`src/rtl/vending_pkg.sv`:
```
// Shared types, coin encoding and price table for the vending-machine controller.
package vending_pkg;

  typedef enum logic [1:0] {
    IDLE     = 2'd0,
    CREDIT   = 2'd1,
    DISPENSE = 2'd2,
    CHANGE   = 2'd3
  } state_t;

  localparam logic [1:0] COIN_1  = 2'd0;
  localparam logic [1:0] COIN_5  = 2'd1;
  localparam logic [1:0] COIN_10 = 2'd2;
  localparam logic [1:0] COIN_25 = 2'd3;

  function automatic logic [4:0] coin_value(input logic [1:0] coin);
    case (coin)
      COIN_1:  coin_value = 5'd1;
      COIN_5:  coin_value = 5'd5;
      COIN_10: coin_value = 5'd10;
      default: coin_value = 5'd25;
    endcase
  endfunction

  function automatic logic [6:0] price(input logic [1:0] item);
    case (item)
      2'd0:    price = 7'd15;
      2'd1:    price = 7'd25;
      2'd2:    price = 7'd40;
      default: price = 7'd65;
    endcase
  endfunction

  // Greedy change: largest denomination not exceeding the remaining credit.
  function automatic logic [1:0] largest_coin(input logic [31:0] amount);
    if (amount >= 32'd25)      largest_coin = COIN_25;
    else if (amount >= 32'd10) largest_coin = COIN_10;
    else if (amount >= 32'd5)  largest_coin = COIN_5;
    else                       largest_coin = COIN_1;
  endfunction

endpackage

```
`src/rtl/vending_timer.sv`:
```
// Loadable down-counter; falls back to zero whenever it is neither loaded nor counting.
module vending_timer #(
  parameter int unsigned W = 4
) (
  input  logic         clk,
  input  logic         rst_n,
  input  logic         load,
  input  logic         dec,
  input  logic [W-1:0] load_val,
  output logic [W-1:0] count,
  output logic         last
);

  always_ff @(posedge clk or negedge rst_n) begin
    if (!rst_n) begin
      count <= '0;
    end else if (load) begin
      count <= load_val;
    end else if (dec && count != '0) begin
      count <= count - W'(1);
    end else begin
      count <= '0;
    end
  end

  assign last = (count == W'(1));

endmodule

```
`src/rtl/vending_ctrl.sv`:
```
// Vending sequencer: coin credit, price check, timed dispense strobe and greedy change payout.
module vending_ctrl
  import vending_pkg::*;
#(
  parameter int unsigned CREDIT_W     = 8,
  parameter int unsigned DISPENSE_CYC = 4,
  parameter int unsigned TIMEOUT_CYC  = 1000
) (
  input  logic                clk,
  input  logic                rst_n,
  input  logic                coin_valid,
  input  logic [1:0]          coin_type,
  input  logic                sel_valid,
  input  logic [1:0]          sel_item,
  input  logic                cancel,
  input  logic                change_ready,
  output logic [CREDIT_W-1:0] credit,
  output logic                dispense_valid,
  output logic [1:0]          dispense_item,
  output logic                change_valid,
  output logic [1:0]          change_coin,
  output logic                coin_reject,
  output logic                err_low,
  output logic                busy
);

  localparam int unsigned CW1  = CREDIT_W + 1;
  localparam int unsigned TMAX = (TIMEOUT_CYC > DISPENSE_CYC) ? TIMEOUT_CYC : DISPENSE_CYC;
  localparam int unsigned TW   = $clog2(TMAX + 1);

  state_t              state_q, state_d;
  logic [CREDIT_W-1:0] credit_q, credit_d;
  logic [1:0]          item_q, item_d;
  logic                rej_q, rej_d;
  logic                err_q, err_d;

  logic                tmr_load, tmr_dec, tmr_last;
  logic [TW-1:0]       tmr_val, tmr_count;

  logic [CW1-1:0]      coin_sum;
  logic [CREDIT_W-1:0] price_w;
  logic [4:0]          change_val;
  logic                any_event;

  // Timeout and dispense length never overlap, so one counter serves both.
  vending_timer #(.W(TW)) u_timer (
    .clk      (clk),
    .rst_n    (rst_n),
    .load     (tmr_load),
    .dec      (tmr_dec),
    .load_val (tmr_val),
    .count    (tmr_count),
    .last     (tmr_last)
  );

  assign coin_sum   = {1'b0, credit_q} + CW1'(coin_value(coin_type));
  assign price_w    = CREDIT_W'(price(sel_item));
  assign change_val = coin_value(largest_coin(32'(credit_q)));
  assign any_event  = coin_valid | sel_valid | cancel;

  always_ff @(posedge clk or negedge rst_n) begin
    if (!rst_n) begin
      state_q  <= IDLE;
      credit_q <= '0;
      item_q   <= '0;
      rej_q    <= 1'b0;
      err_q    <= 1'b0;
    end else begin
      state_q  <= state_d;
      credit_q <= credit_d;
      item_q   <= item_d;
      rej_q    <= rej_d;
      err_q    <= err_d;
    end
  end

  always_comb begin
    state_d  = state_q;
    credit_d = credit_q;
    item_d   = item_q;
    rej_d    = 1'b0;
    err_d    = 1'b0;
    tmr_load = 1'b0;
    tmr_dec  = 1'b0;
    tmr_val  = '0;

    case (state_q)
      IDLE, CREDIT: begin
        // Priority: cancel, then an affordable select, then the coin.
        if (cancel) begin
          rej_d = coin_valid;
          if (state_q == CREDIT) state_d = CHANGE;
        end else if (sel_valid && credit_q >= price_w) begin
          state_d  = DISPENSE;
          credit_d = credit_q - price_w;
          item_d   = sel_item;
          rej_d    = coin_valid;
        end else begin
          err_d = sel_valid;
          if (coin_valid) begin
            if (!coin_sum[CREDIT_W]) begin
              credit_d = coin_sum[CREDIT_W-1:0];
              state_d  = CREDIT;
            end else begin
              rej_d = 1'b1;
            end
          end else if (state_q == CREDIT && !sel_valid && tmr_last) begin
            state_d = CHANGE;
          end
        end

        if (state_d == DISPENSE) begin
          tmr_load = 1'b1;
          tmr_val  = TW'(DISPENSE_CYC);
        end else if (state_d == CREDIT && any_event) begin
          tmr_load = 1'b1;
          tmr_val  = TW'(TIMEOUT_CYC);
        end else if (state_d == CREDIT) begin
          tmr_dec = 1'b1;
        end
      end

      DISPENSE: begin
        rej_d = coin_valid;
        if (tmr_last) begin
          state_d = (credit_q != '0) ? CHANGE : IDLE;
        end else begin
          tmr_dec = 1'b1;
        end
      end

      CHANGE: begin
        rej_d = coin_valid;
        if (credit_q == '0) begin
          state_d = IDLE;
        end else if (change_ready) begin
          credit_d = credit_q - CREDIT_W'(change_val);
          if (credit_d == '0) state_d = IDLE;
        end
      end

      default: state_d = IDLE;
    endcase
  end

  assign credit         = credit_q;
  assign dispense_valid = (state_q == DISPENSE);
  assign dispense_item  = item_q;
  assign change_valid   = (state_q == CHANGE) && (credit_q != '0);
  assign change_coin    = change_valid ? largest_coin(32'(credit_q)) : COIN_1;
  assign coin_reject    = rej_q;
  assign err_low        = err_q;
  assign busy           = (state_q == DISPENSE) || (state_q == CHANGE);

endmodule

```
`config.mk`:
```
export PLATFORM = sky130hd
export DESIGN_NAME = vending_ctrl
export DESIGN_NICKNAME = d
export VERILOG_FILES = /design/src/rtl/vending_pkg.sv /design/src/rtl/vending_timer.sv /design/src/rtl/vending_ctrl.sv
export SDC_FILE = /design/constraint.sdc
export NUM_CORES = 1
export LEC_CHECK = 0
export BUFFER_PORTS_ARGS = -buffer_cell sky130_fd_sc_hd__buf_2
export CAP_MARGIN = 40
export CORE_ASPECT_RATIO = 1.4
export CORE_MARGIN = 5
export CORE_UTILIZATION = 40
export DETAILED_ROUTE_END_ITERATION = 8
export GPL_ROUTABILITY_DRIVEN = 0
export PLACE_DENSITY = 0.63
export SLEW_MARGIN = 20
export SYNTH_ARGS = -nofsm -noshare
export SYNTH_HDL_FRONTEND = slang
export SYNTH_SLANG_ARGS = --single-unit
```
`constraint.sdc`:
```
create_clock -name clk -period 4.65 [get_ports clk]
set_input_delay 0.6975 -clock clk [delete_from_list [all_inputs] [get_ports clk]]
set_output_delay 0.6975 -clock clk [all_outputs]
set_load 0.05 [all_outputs]
```
==> summary.txt <==
Run status
  – Status: finished clean

Route
  – Final wirelength: approximately 6700 um
  – Initial DRC count: ~100
  – Drc violations: 0
  – Remaining antenna violation count: 0
  – Routed len/inst: 17.2 um
  – Vias per cell: around 6.1
  – First-pass detailed-route iteration total: 4
  – Via count of the routed design: around 2400

Power
  – Combinational group share of total power: ~73%
  – Reg power frac: 18.9%
  – P_leak: roughly 1.2 nW
  – Pwr per Cell Area: between 800 and 900 nW/um^2
  – Clock share of power: 8.1%
  – Internal power: between 1 and 1.5 mW
  – Net switching power: 1.25 mW
  – Worst vdd ir: between 0.2 and 0.3 mV
  – Sw Ratio: 55.5%
  – Total power draw: 2.25 mW

Timing
  – Worst Skew: 0.0121 ns
  – Hold_ws: 0.402 ns
  – Max-slew violations: 0
  – RSZ-0062 raised after global routing: no
  – Crit path time final: 3.47 ns
  – Setup TNS: 0 ns
  – Slew HR: a little under three fifths
  – Worst slew pin tran: approximately 0.67 ns
  – Setup Viol. Count Final: 0
  – Period utilization: 74.7%
  – Max Clock Freq: approximately 0.29 GHz
  – Final hold vios: 0

Clock network
  – Clock Path Buffers: 2
  – Clock Sink Count: 24
  – Clock Pin Slew Worst Setup and Hold Paths: ~0.09 ns
  – Insertion delay to the later sink of the worst-skew pair: 0.27 ns
  – PostCTS Resize Cnt: 0
  – Post CTS Setup Buffer Count: 0
  – CTS root buf: clkbuf_8
  – Level count of the clock H-tree: 1
  – Total CTS buffers: 3
  – CTS tree: yes
  – Hold buffer count at CTS: 0

Cells and area
  – Nets@finish: 352
  – Most frequent cells in the layout: nand2_1 (27), nor2_1 (26), buf_2 (26)
  – Layout cells sized above 1: approximately 14%
  – Area grow syn2layout: 11.3%
  – Final Util: a little under half
  – Final Instance Count excl. Fillers: roughly 390
  – Antenna cell count: 0
  – Most common cell after layout, fill and taps aside: nand2_1

Yosys
  – Synthesized Nets: ~330
  – YS warnings: 0
  – Top FF cell, synth: dfrtp_1
  – Synth area leader: dfrtp_1
  – Synthesized flop and latch total: 24
  – Synth top area cells: dfrtp_1 (25%), ha_1 (9.9%), nand2_1 (4.2%)
  – Sequential share of the synthesized area: roughly a quarter
  – Mapped Cells: between 200 and 300
  – Syn Area/Cell: between 8 and 9 sq um
  – FFs w/ async S/R, synth: 100%
  – Unique cell type count in the Yosys netlist: 57
  – EDFF count, synth: 0
  – Top cell type's share of synthesized area: roughly a quarter
  – Synth Cell Area: between 2000 and 2500 sq um

Job
  – Max Cap Violations: 0

Floorplan
  – Die H: approximately 100 um
  – IO Pins: 27
  – Placement row count: 33
  – CORE AREA: slightly below 6000 sq um
  – Die width: ~76 um
  – Initial Utilization: 41.0%
  – Full die area: ~7700 sq um

Place
  – Port Buf Inserts: 26
  – Hpwl dp: between 5000 and 6000 um
  – Cell count after placement: just under 400

Setup path
  – Crit path max fanout: 16
  – Slowest stage delay, CP: 0.54 ns
  – R2r setup slk: between 1 and 1.5 ns
  – Crit path required time: ~4.8 ns
  – Worst Setup Path Type: reg2reg
  – Critical Path End Type: register
  – Critical Path AT: between 3 and 4 ns
  – Cell at the slowest stage of the critical path: nor4_1
  – Crit path cell chain: buf_4 -> nor4_1 -> and2_1 -> nand2b_1 -> ha_1 -> inv_1 -> fa_1 -> a21o_1 -> a21oi_1 -> a31oi_1 -> o31ai_1 -> nand4_1
  – Crit path launch type: register

Global routing
  – First-pass GRT wire length: approximately 11000 um
  – Global route overflow: 0
  – Total track usage: 18.0%
  – Initial antenna violation count: 0
  – Largest net degree at the start of global routing: 25
  – Vias in the first global route: 2356

Min path
  – Worst min-delay path class: in2async
power groups by stage:
stage               logic [mW]  clock network, mW  registers, mW
floorplan                 1.13                  0          0.543
global placement          1.63                  0          0.426
detailed placement        1.63                  0          0.430
CTS                       1.64              0.188          0.426
global route              1.80              0.196          0.442
finish                    1.65              0.184          0.426
per-layer routing:
layer / track usage [%] / part of all wire (%) / vias up / wire length (um)
li1: - / - / 1140 / -
met2: 32.2 / 52 / 73 / 3460
met3: 2.68 / 3.6 / 24 / 243
met4: 7.54 / 3.7 / 0 / 251
met1: 20.8 / 41 / 1125 / 2750
met5: 0 / 0 / - / 0
critical path, delay by kind of cell (launching register included):
kind	cells	cell delay (ns)
buffers and inverters	2	0.26
and+or+nand+nor	4	1.13
adders and majority gates	2	0.61
DFF	1	0.38
AOI/OAI and AO/OA	4	0.96
final timing paths:
| path | start | end | cells after the start |
|---|---|---|---|
| max | credit[5] | state_q[1] | 12 |
| min | rst_n | credit[3] | 1 |
| max reg2reg | credit[5] | state_q[1] | 12 |
| min reg2reg | u_timer.count[0] | u_timer.count[0] | 1 |
| max in group asynchronous | rst_n | err_low | 1 |
| min in group clk | u_timer.count[0] | u_timer.count[0] | 1 |
logic make-up after synthesis:
family	synth area share (%)
AO/OA/AOI/OAI	27.0
XOR/XNOR	4.73
adder cells (fa/ha/maj)	12.4
buffers and inverters	4.58
flip-flops	25.0
multiplexers	1.82
AND/OR/NAND/NOR	24.5
synth_stat cells, types with 2 or more instances:
library cell,n
nand2_1,27
nor2_1,26
dfrtp_1,24
o21ai_0,20
ha_1,19
inv_1,19
a21oi_1,14
nor3_1,11
xnor2_1,9
clkbuf_1,8
nand2b_1,7
a211oi_1,6
a31oi_1,6
nand3_1,6
nor2b_1,6
a21o_1,5
and2_1,5
nor4_1,5
o21a_1,5
nand4_1,4
o211ai_1,4
o22ai_1,4
o31a_1,4
o31ai_1,4
xor2_1,4
fa_1,3
mux2_2,3
or2_2,3
a211o_1,2
a32oi_1,2
nand3b_1,2
o2111ai_1,2
o311a_1,2
or4_1,2
through the flow:
| step | cell area [sq um] | worst slack, ns |
|---|---|---|
| after floorplan | 2410 | 1.45 |
| after global placement | 2610 | 1.19 |
| after detailed placement | 2610 | 1.18 |
| after CTS | 2680 | 1.19 |
| after global routing | 2680 | 0.941 |
| final | 2680 | 1.18 |
area by class of cell:
| class | instances | area [sq um] |
|---|---|---|
| Tap cell | 70 | 87.6 |
| Fill cell | 591 | 3180 |
| Inverter | 19 | 71.3 |
| Sequential cell | 24 | 601 |
| Multi-Input combinational cell | 243 | 1700 |
| Timing Repair Buffer | 29 | 153 |
| Clock inverter | 1 | 30.0 |
| Clock buffer | 3 | 41.3 |
state kept, by name, summed over array words and instances (netlist names):
register       flops
credit             8
coin_reject        1
dispense_item      2
state_q            2
u_timer.count     10
err_low            1
(Power assumes the default switching activity.)
